## src/rtl/wb_pkg.sv

```systemverilog
// Shared types and defaults for the Wishbone command initiator.
// The optional abort timer is enabled with the WB_TIMEOUT_EN macro.
package wb_pkg;

    localparam int WB_ADR_W = 32;
    localparam int WB_DAT_W = 32;

    localparam logic [WB_DAT_W/8-1:0] SEL_ALL = '1;

    typedef enum logic [1:0] {
        IDLE = 2'd0,
        BUS  = 2'd1,
        RSP  = 2'd2
    } wb_state_e;

endpackage

```

## src/rtl/wb_timeout_ctr.sv

```systemverilog
// Abort timer for a Wishbone cycle: expired_o pulses in the LIMIT-th consecutive enabled cycle.
// Instantiated only when WB_TIMEOUT_EN is defined.
module wb_timeout_ctr #(
    parameter int LIMIT = 255
) (
    input  logic clk_i,
    input  logic rst_n_i,
    input  logic clear_i,
    input  logic enable_i,
    output logic expired_o
);

    localparam int CNT_W = (LIMIT > 1) ? $clog2(LIMIT + 1) : 1;
    localparam logic [CNT_W-1:0] LAST = CNT_W'(LIMIT - 1);

    logic [CNT_W-1:0] cnt_q;
    logic [CNT_W-1:0] cnt_d;

    always_comb begin
        cnt_d = cnt_q;
        if (clear_i) begin
            cnt_d = '0;
        end else if (enable_i) begin
            cnt_d = cnt_q + 1'b1;
        end
    end

    // Expiry coincides with the edge on which the count reaches LIMIT.
    assign expired_o = enable_i && (cnt_q == LAST);

    always_ff @(posedge clk_i or negedge rst_n_i) begin
        if (!rst_n_i) begin
            cnt_q <= '0;
        end else begin
            cnt_q <= cnt_d;
        end
    end

endmodule

```

## src/rtl/wb_cmd_initiator.sv

```systemverilog
// Wishbone classic single-transfer initiator: valid/ready command in, valid/ready response out.
// Define WB_TIMEOUT_EN to abort a cycle after TIMEOUT_CYC cycles without ACK.
module wb_cmd_initiator
    import wb_pkg::*;
#(
    parameter int ADR_W       = WB_ADR_W,
    parameter int DAT_W       = WB_DAT_W,
    parameter int TIMEOUT_CYC = 255
) (
    input  logic               wb_clk_i,
    input  logic               wb_rst_n_i,
    input  logic               cmd_valid_i,
    output logic               cmd_ready_o,
    input  logic               cmd_we_i,
    input  logic [ADR_W-1:0]   cmd_adr_i,
    input  logic [DAT_W-1:0]   cmd_dat_i,
    input  logic [DAT_W/8-1:0] cmd_sel_i,
    output logic               rsp_valid_o,
    input  logic               rsp_ready_i,
    output logic [DAT_W-1:0]   rsp_dat_o,
    output logic               rsp_err_o,
    output logic               wbm_cyc_o,
    output logic               wbm_stb_o,
    output logic               wbm_we_o,
    output logic [DAT_W/8-1:0] wbm_sel_o,
    output logic [ADR_W-1:0]   wbm_adr_o,
    output logic [DAT_W-1:0]   wbm_dat_o,
    input  logic [DAT_W-1:0]   wbm_dat_i,
    input  logic               wbm_ack_i
);

    wb_state_e          state_q, state_d;
    logic               cmd_ready_q, cmd_ready_d;
    logic               cyc_q, cyc_d;
    logic               stb_q, stb_d;
    logic               we_q, we_d;
    logic [DAT_W/8-1:0] sel_q, sel_d;
    logic [ADR_W-1:0]   adr_q, adr_d;
    logic [DAT_W-1:0]   dat_q, dat_d;
    logic               rsp_valid_q, rsp_valid_d;
    logic [DAT_W-1:0]   rsp_dat_q, rsp_dat_d;
    logic               rsp_err_q, rsp_err_d;
    logic               timeout_expired;

`ifdef WB_TIMEOUT_EN
    wb_timeout_ctr #(
        .LIMIT (TIMEOUT_CYC)
    ) u_timeout_ctr (
        .clk_i     (wb_clk_i),
        .rst_n_i   (wb_rst_n_i),
        .clear_i   (state_q != BUS),
        .enable_i  ((state_q == BUS) && !wbm_ack_i),
        .expired_o (timeout_expired)
    );
`else
    logic unused_timeout_cfg;
    assign unused_timeout_cfg = (TIMEOUT_CYC == 0);
    assign timeout_expired    = 1'b0;
`endif

    always_comb begin
        state_d     = state_q;
        cmd_ready_d = cmd_ready_q;
        cyc_d       = cyc_q;
        stb_d       = stb_q;
        we_d        = we_q;
        sel_d       = sel_q;
        adr_d       = adr_q;
        dat_d       = dat_q;
        rsp_valid_d = rsp_valid_q;
        rsp_dat_d   = rsp_dat_q;
        rsp_err_d   = rsp_err_q;
        case (state_q)
            IDLE: begin
                if (cmd_valid_i) begin
                    we_d        = cmd_we_i;
                    adr_d       = cmd_adr_i;
                    dat_d       = cmd_dat_i;
                    sel_d       = cmd_sel_i;
                    cyc_d       = 1'b1;
                    stb_d       = 1'b1;
                    cmd_ready_d = 1'b0;
                    state_d     = BUS;
                end
            end
            BUS: begin
                // ACK takes priority over a timeout expiring in the same cycle.
                if (wbm_ack_i) begin
                    cyc_d       = 1'b0;
                    stb_d       = 1'b0;
                    rsp_dat_d   = we_q ? '0 : wbm_dat_i;
                    rsp_err_d   = 1'b0;
                    rsp_valid_d = 1'b1;
                    state_d     = RSP;
                end else if (timeout_expired) begin
                    cyc_d       = 1'b0;
                    stb_d       = 1'b0;
                    rsp_dat_d   = '0;
                    rsp_err_d   = 1'b1;
                    rsp_valid_d = 1'b1;
                    state_d     = RSP;
                end
            end
            RSP: begin
                if (rsp_ready_i) begin
                    rsp_valid_d = 1'b0;
                    cmd_ready_d = 1'b1;
                    state_d     = IDLE;
                end
            end
            default: begin
                state_d = IDLE;
            end
        endcase
    end

    always_ff @(posedge wb_clk_i or negedge wb_rst_n_i) begin
        if (!wb_rst_n_i) begin
            state_q     <= IDLE;
            cmd_ready_q <= 1'b1;
            cyc_q       <= 1'b0;
            stb_q       <= 1'b0;
            we_q        <= 1'b0;
            sel_q       <= '0;
            adr_q       <= '0;
            dat_q       <= '0;
            rsp_valid_q <= 1'b0;
            rsp_dat_q   <= '0;
            rsp_err_q   <= 1'b0;
        end else begin
            state_q     <= state_d;
            cmd_ready_q <= cmd_ready_d;
            cyc_q       <= cyc_d;
            stb_q       <= stb_d;
            we_q        <= we_d;
            sel_q       <= sel_d;
            adr_q       <= adr_d;
            dat_q       <= dat_d;
            rsp_valid_q <= rsp_valid_d;
            rsp_dat_q   <= rsp_dat_d;
            rsp_err_q   <= rsp_err_d;
        end
    end

    assign cmd_ready_o = cmd_ready_q;
    assign wbm_cyc_o   = cyc_q;
    assign wbm_stb_o   = stb_q;
    assign wbm_we_o    = we_q;
    assign wbm_sel_o   = sel_q;
    assign wbm_adr_o   = adr_q;
    assign wbm_dat_o   = dat_q;
    assign rsp_valid_o = rsp_valid_q;
    assign rsp_dat_o   = rsp_dat_q;
    assign rsp_err_o   = rsp_err_q;

endmodule

```

## config.mk

```make
export PLATFORM = sky130hd
export DESIGN_NAME = wb_cmd_initiator
export DESIGN_NICKNAME = d
export VERILOG_FILES = /design/src/rtl/wb_pkg.sv /design/src/rtl/wb_timeout_ctr.sv /design/src/rtl/wb_cmd_initiator.sv
export SDC_FILE = /design/constraint.sdc
export NUM_CORES = 1
export LEC_CHECK = 0
export CORE_MARGIN = 2
export CORE_UTILIZATION = 36
export DETAILED_ROUTE_END_ITERATION = 16
export PLACE_DENSITY = 0.82
export SYNTH_ARGS = -nofsm -noshare
export SYNTH_HDL_FRONTEND = slang
export SYNTH_SLANG_ARGS = --single-unit
```

## constraint.sdc

```tcl
create_clock -name wb_clk_i -period 1.4 [get_ports wb_clk_i]
set_input_delay 0.28 -clock wb_clk_i [delete_from_list [all_inputs] [get_ports wb_clk_i]]
set_output_delay 0.28 -clock wb_clk_i [all_outputs]
set_load 0.02 [all_outputs]
```

==> run_summary.xml <==
<?xml version="1.0" encoding="UTF-8"?>
<metrics>
  <group name="status">
    <metric name="outcome" unit="">finished with violations</metric>
    <metric name="failed_checks" unit="">negative setup slack</metric>
  </group>
  <group name="finish">
    <metric name="design.final.nets" unit="">646</metric>
    <metric name="layout.cells.most_common" unit="">sky130_fd_sc_hd__dfrtp_1</metric>
    <metric name="layout.core_utilization" unit="%">62.0</metric>
    <metric name="mostFrequentLayoutCells" unit="">sky130_fd_sc_hd__dfrtp_1, sky130_fd_sc_hd__clkdlybuf4s50_1, sky130_fd_sc_hd__dlygate4sd2_1</metric>
    <metric name="drive_above_1_share" unit="%">20.8</metric>
    <metric name="syn2layout_area_growth" unit="%">69.3</metric>
    <metric name="insertedDiodeCount" unit="">0</metric>
  </group>
  <group name="worst_setup_path">
    <metric name="cell_type_of_the_slowest_stage_on_the_worst_timing_path" unit="">sky130_fd_sc_hd__dfrtp_1</metric>
    <metric name="data_arrival_time_of_the_critical_path" unit="ps">1670</metric>
    <metric name="rrSetupSlack" unit="ps">-50</metric>
    <metric name="cp_class" unit="">register to register</metric>
    <metric name="data_required_time_at_the_worst_endpoint" unit="ps">1620</metric>
    <metric name="critical_path_start_type" unit="">register</metric>
    <metric name="path_cells" unit="">nand2b_4 -&gt; nor2_4 -&gt; buf_6 -&gt; buf_12 -&gt; buf_16 -&gt; mux2_4</metric>
    <metric name="path_buf_inv" unit="">3</metric>
    <metric name="kind_of_end_point_of_the_critical_path" unit="">register</metric>
    <metric name="critical_path.max_stage_delay" unit="ps">380</metric>
    <metric name="critPathTopFamily" unit="">flip-flops</metric>
    <metric name="path_max_fanout" unit="">5</metric>
  </group>
  <group name="sta">
    <metric name="grt_setup_unrepaired" unit="">true</metric>
    <metric name="setup_tns" unit="ps">-1410</metric>
    <metric name="layout_min_cycle_time" unit="ps">1450</metric>
    <metric name="worst_setup_slack_final" unit="ps">-47.1</metric>
    <metric name="slew_viol_final" unit="">0</metric>
    <metric name="count_of_endpoints_failing_setup_in_the_final_report" unit="">55</metric>
    <metric name="fin_worst_hold_slack" unit="ps">475</metric>
    <metric name="timing_hold_violations_final" unit="">0</metric>
    <metric name="layout_worst_path_cycle_share" unit="%">103</metric>
    <metric name="finalClockSkew" unit="ps">5.45</metric>
    <metric name="fmax" unit="MHz">691</metric>
  </group>
  <group name="detailed_routing">
    <metric name="route.detailed.drc" unit="">0</metric>
    <metric name="avgRoutedWirePerCell" unit="µm">17.0</metric>
    <metric name="drt_iter0_drc" unit="">163</metric>
    <metric name="route.layer.met1.wl" unit="µm">4880</metric>
    <metric name="antenna_violating_nets_post_route" unit="">0</metric>
    <metric name="highest-signal-layer" unit="">met4</metric>
    <metric name="met2_wirelength" unit="µm">5890</metric>
    <metric name="via_per_inst" unit="">4.69</metric>
    <metric name="drt_pass1_iterations" unit="">4</metric>
    <metric name="wl_met3" unit="µm">763</metric>
    <metric name="routed-via-count" unit="">3222</metric>
    <metric name="totalWireLength" unit="µm">11700</metric>
  </group>
  <group name="clock_tree">
    <metric name="htree_levels" unit="">3</metric>
    <metric name="insertion_delay" unit="ps">340</metric>
    <metric name="tritoncts" unit="">yes</metric>
    <metric name="tritoncts.num_buffers" unit="">9</metric>
    <metric name="cts_max_path_buffers" unit="">2</metric>
    <metric name="clock-root-buffer" unit="">sky130_fd_sc_hd__clkbuf_16</metric>
    <metric name="worst_setup_hold_path_clk_slew" unit="ps">70</metric>
    <metric name="numClockSinks" unit="">106</metric>
  </group>
  <group name="power_and_ir_drop">
    <metric name="p_per_area" unit="nW/µm²">2280</metric>
    <metric name="total_leakage_power" unit="nW">3.30</metric>
    <metric name="max-vdd-ir-drop" unit="mV">1.31</metric>
    <metric name="totalPowerFinal" unit="mW">16.1</metric>
  </group>
  <group name="grt">
    <metric name="grt_max_degree" unit="">66</metric>
    <metric name="grt_overflow_total" unit="">0</metric>
    <metric name="grt_pass1_wl" unit="µm">17500</metric>
    <metric name="grt_antenna_before_repair" unit="">0</metric>
    <metric name="number_of_global_route_vias_before_repair" unit="">3340</metric>
    <metric name="track_usage" unit="%">17.8</metric>
  </group>
  <group name="synth">
    <metric name="synth_fp_nets" unit="">416</metric>
    <metric name="syn_avg_cell_area" unit="µm²">13.4</metric>
    <metric name="synth_area" unit="µm²">4170</metric>
    <metric name="synth-seq-area-share" unit="%">63.7</metric>
    <metric name="postSynthCellCount" unit="">310</metric>
    <metric name="netlist-cell-type-count" unit="">20</metric>
    <metric name="synth-seq-cells" unit="">106</metric>
    <metric name="synth-warning-count" unit="">0</metric>
  </group>
  <group name="floorplan">
    <metric name="rows" unit="">39</metric>
    <metric name="fp.dieArea" unit="µm²">12400</metric>
    <metric name="floorplan.initialDensity" unit="%">36.6</metric>
    <metric name="fp.coreArea" unit="µm²">11400</metric>
    <metric name="die_width" unit="µm">112</metric>
    <metric name="pin_count" unit="">212</metric>
    <metric name="fp.dieH" unit="µm">112</metric>
  </group>
  <group name="worst_hold_path">
    <metric name="timing.hold.worst.class" unit="">register to register</metric>
  </group>
  <group name="placement">
    <metric name="io_buffers" unit="">210</metric>
    <metric name="place_hpwl" unit="µm">7630</metric>
    <metric name="gp_congestion" unit="">0.798</metric>
    <metric name="preCtsSetupSlack" unit="ps">-390</metric>
  </group>
  <group name="run">
    <metric name="maxCapViolCount" unit="">0</metric>
  </group>
</metrics>
[metrics by stage]
step	instance area [µm²]	cells
after detailed placement	6480	657
final	7050	687
after CTS	6850	682
after floorplan	4170	310
after global routing	7050	687
after global placement	6480	657
[synthesized netlist by cell type]
cell	instances	area, µm²
sky130_fd_sc_hd__buf_1	1	3.75
sky130_fd_sc_hd__nor2_4	1	11.3
sky130_fd_sc_hd__dfstp_2	1	26.3
sky130_fd_sc_hd__mux2_2	59	664
sky130_fd_sc_hd__a21oi_1	6	30.0
sky130_fd_sc_hd__dfrtp_1	105	2630
sky130_fd_sc_hd__buf_6	2	22.5
sky130_fd_sc_hd__nand3b_1	1	7.51
sky130_fd_sc_hd__o21ai_0	34	170
sky130_fd_sc_hd__nand2_1	34	128
sky130_fd_sc_hd__o31ai_1	1	7.51
sky130_fd_sc_hd__buf_4	2	15.0
sky130_fd_sc_hd__clkbuf_1	4	15.0
sky130_fd_sc_hd__nor2_1	2	7.51
sky130_fd_sc_hd__buf_2	10	50.1
sky130_fd_sc_hd__nand2b_4	1	13.8
sky130_fd_sc_hd__inv_1	3	11.3
sky130_fd_sc_hd__nand2b_1	32	200
sky130_fd_sc_hd__conb_1	1	3.75
sky130_fd_sc_hd__mux2_4	10	150
[where the power goes]
group | internal, mW | switching [mW]
Sequential | 4.57 | 0.763
Combinational | 4.14 | 4.12
Clock | 1.43 | 1.05
[routing by layer]
metal | up-vias | track usage [%]
li1 | 1501 | -
met1 | 1572 | 21.9
met2 | 137 | 30.0
met3 | 12 | 5.23
met4 | 0 | 6.09
met5 | - | 0
[final cells by class]
class	count	area, µm²
clock buffer	13	250
fill	895	4320
sequential	106	2650
multi-input combinational	182	1510
clock inverter	2	37.5
timing repair buffer	238	2400
inverter	3	11.3
tap	143	179
[registers in the layout, summed over array words and instances (netlist names)]
name         count
rsp_valid_o      1
wbm_stb_o        1
wbm_we_o         1
cmd_ready_o      1
wbm_sel_o        4
rsp_dat_o       32
wbm_adr_o       32
wbm_dat_o       32
state_q          2
[what timing repair did]
item,CTS,global route
gates cloned,3,5
resized for setup,125,34
pin swaps,0,1
endpoints found under the hold margin,105,0
setup endpoints to repair,139,81
hold buffers,1,0
setup buffers,6,1
[worst reg2reg max path, stage by stage (launching register included)]
cell and delay (ps):
sky130_fd_sc_hd__dfrtp_1 380, sky130_fd_sc_hd__nand2b_4 150, sky130_fd_sc_hd__nor2_4 140, sky130_fd_sc_hd__buf_6 140, sky130_fd_sc_hd__buf_12 110, sky130_fd_sc_hd__buf_16 120
sky130_fd_sc_hd__mux2_4 300
[final timing paths]
path                                            from                         to  depth (start not counted)
max in group asynchronous                 wb_rst_n_i    cmd_ready_o$_DFFE_PN1P_                          3
min in group asynchronous                 wb_rst_n_i  wbm_adr_o[29]$_DFFE_PN0P_                          3
hold reg to reg            rsp_dat_o[14]$_DFFE_PN0P_  rsp_dat_o[14]$_DFFE_PN0P_                          2
hold / removal             rsp_dat_o[14]$_DFFE_PN0P_  rsp_dat_o[14]$_DFFE_PN0P_                          2
setup / recovery              state_q[0]$_DFFE_PN0P_   wbm_dat_o[7]$_DFFE_PN0P_                          6
setup reg to reg              state_q[0]$_DFFE_PN0P_   wbm_dat_o[7]$_DFFE_PN0P_                          6
[cell families after synthesis]
logic type | count (synthesis) | share of synthesized area, %
compound gates | 41 | 4.99
buf+inv | 22 | 2.82
flops | 106 | 63.7
mux | 69 | 19.6
other cells | 1 | 0.0900
simple gates | 71 | 8.83
Power figures use the tool's default switching activity.
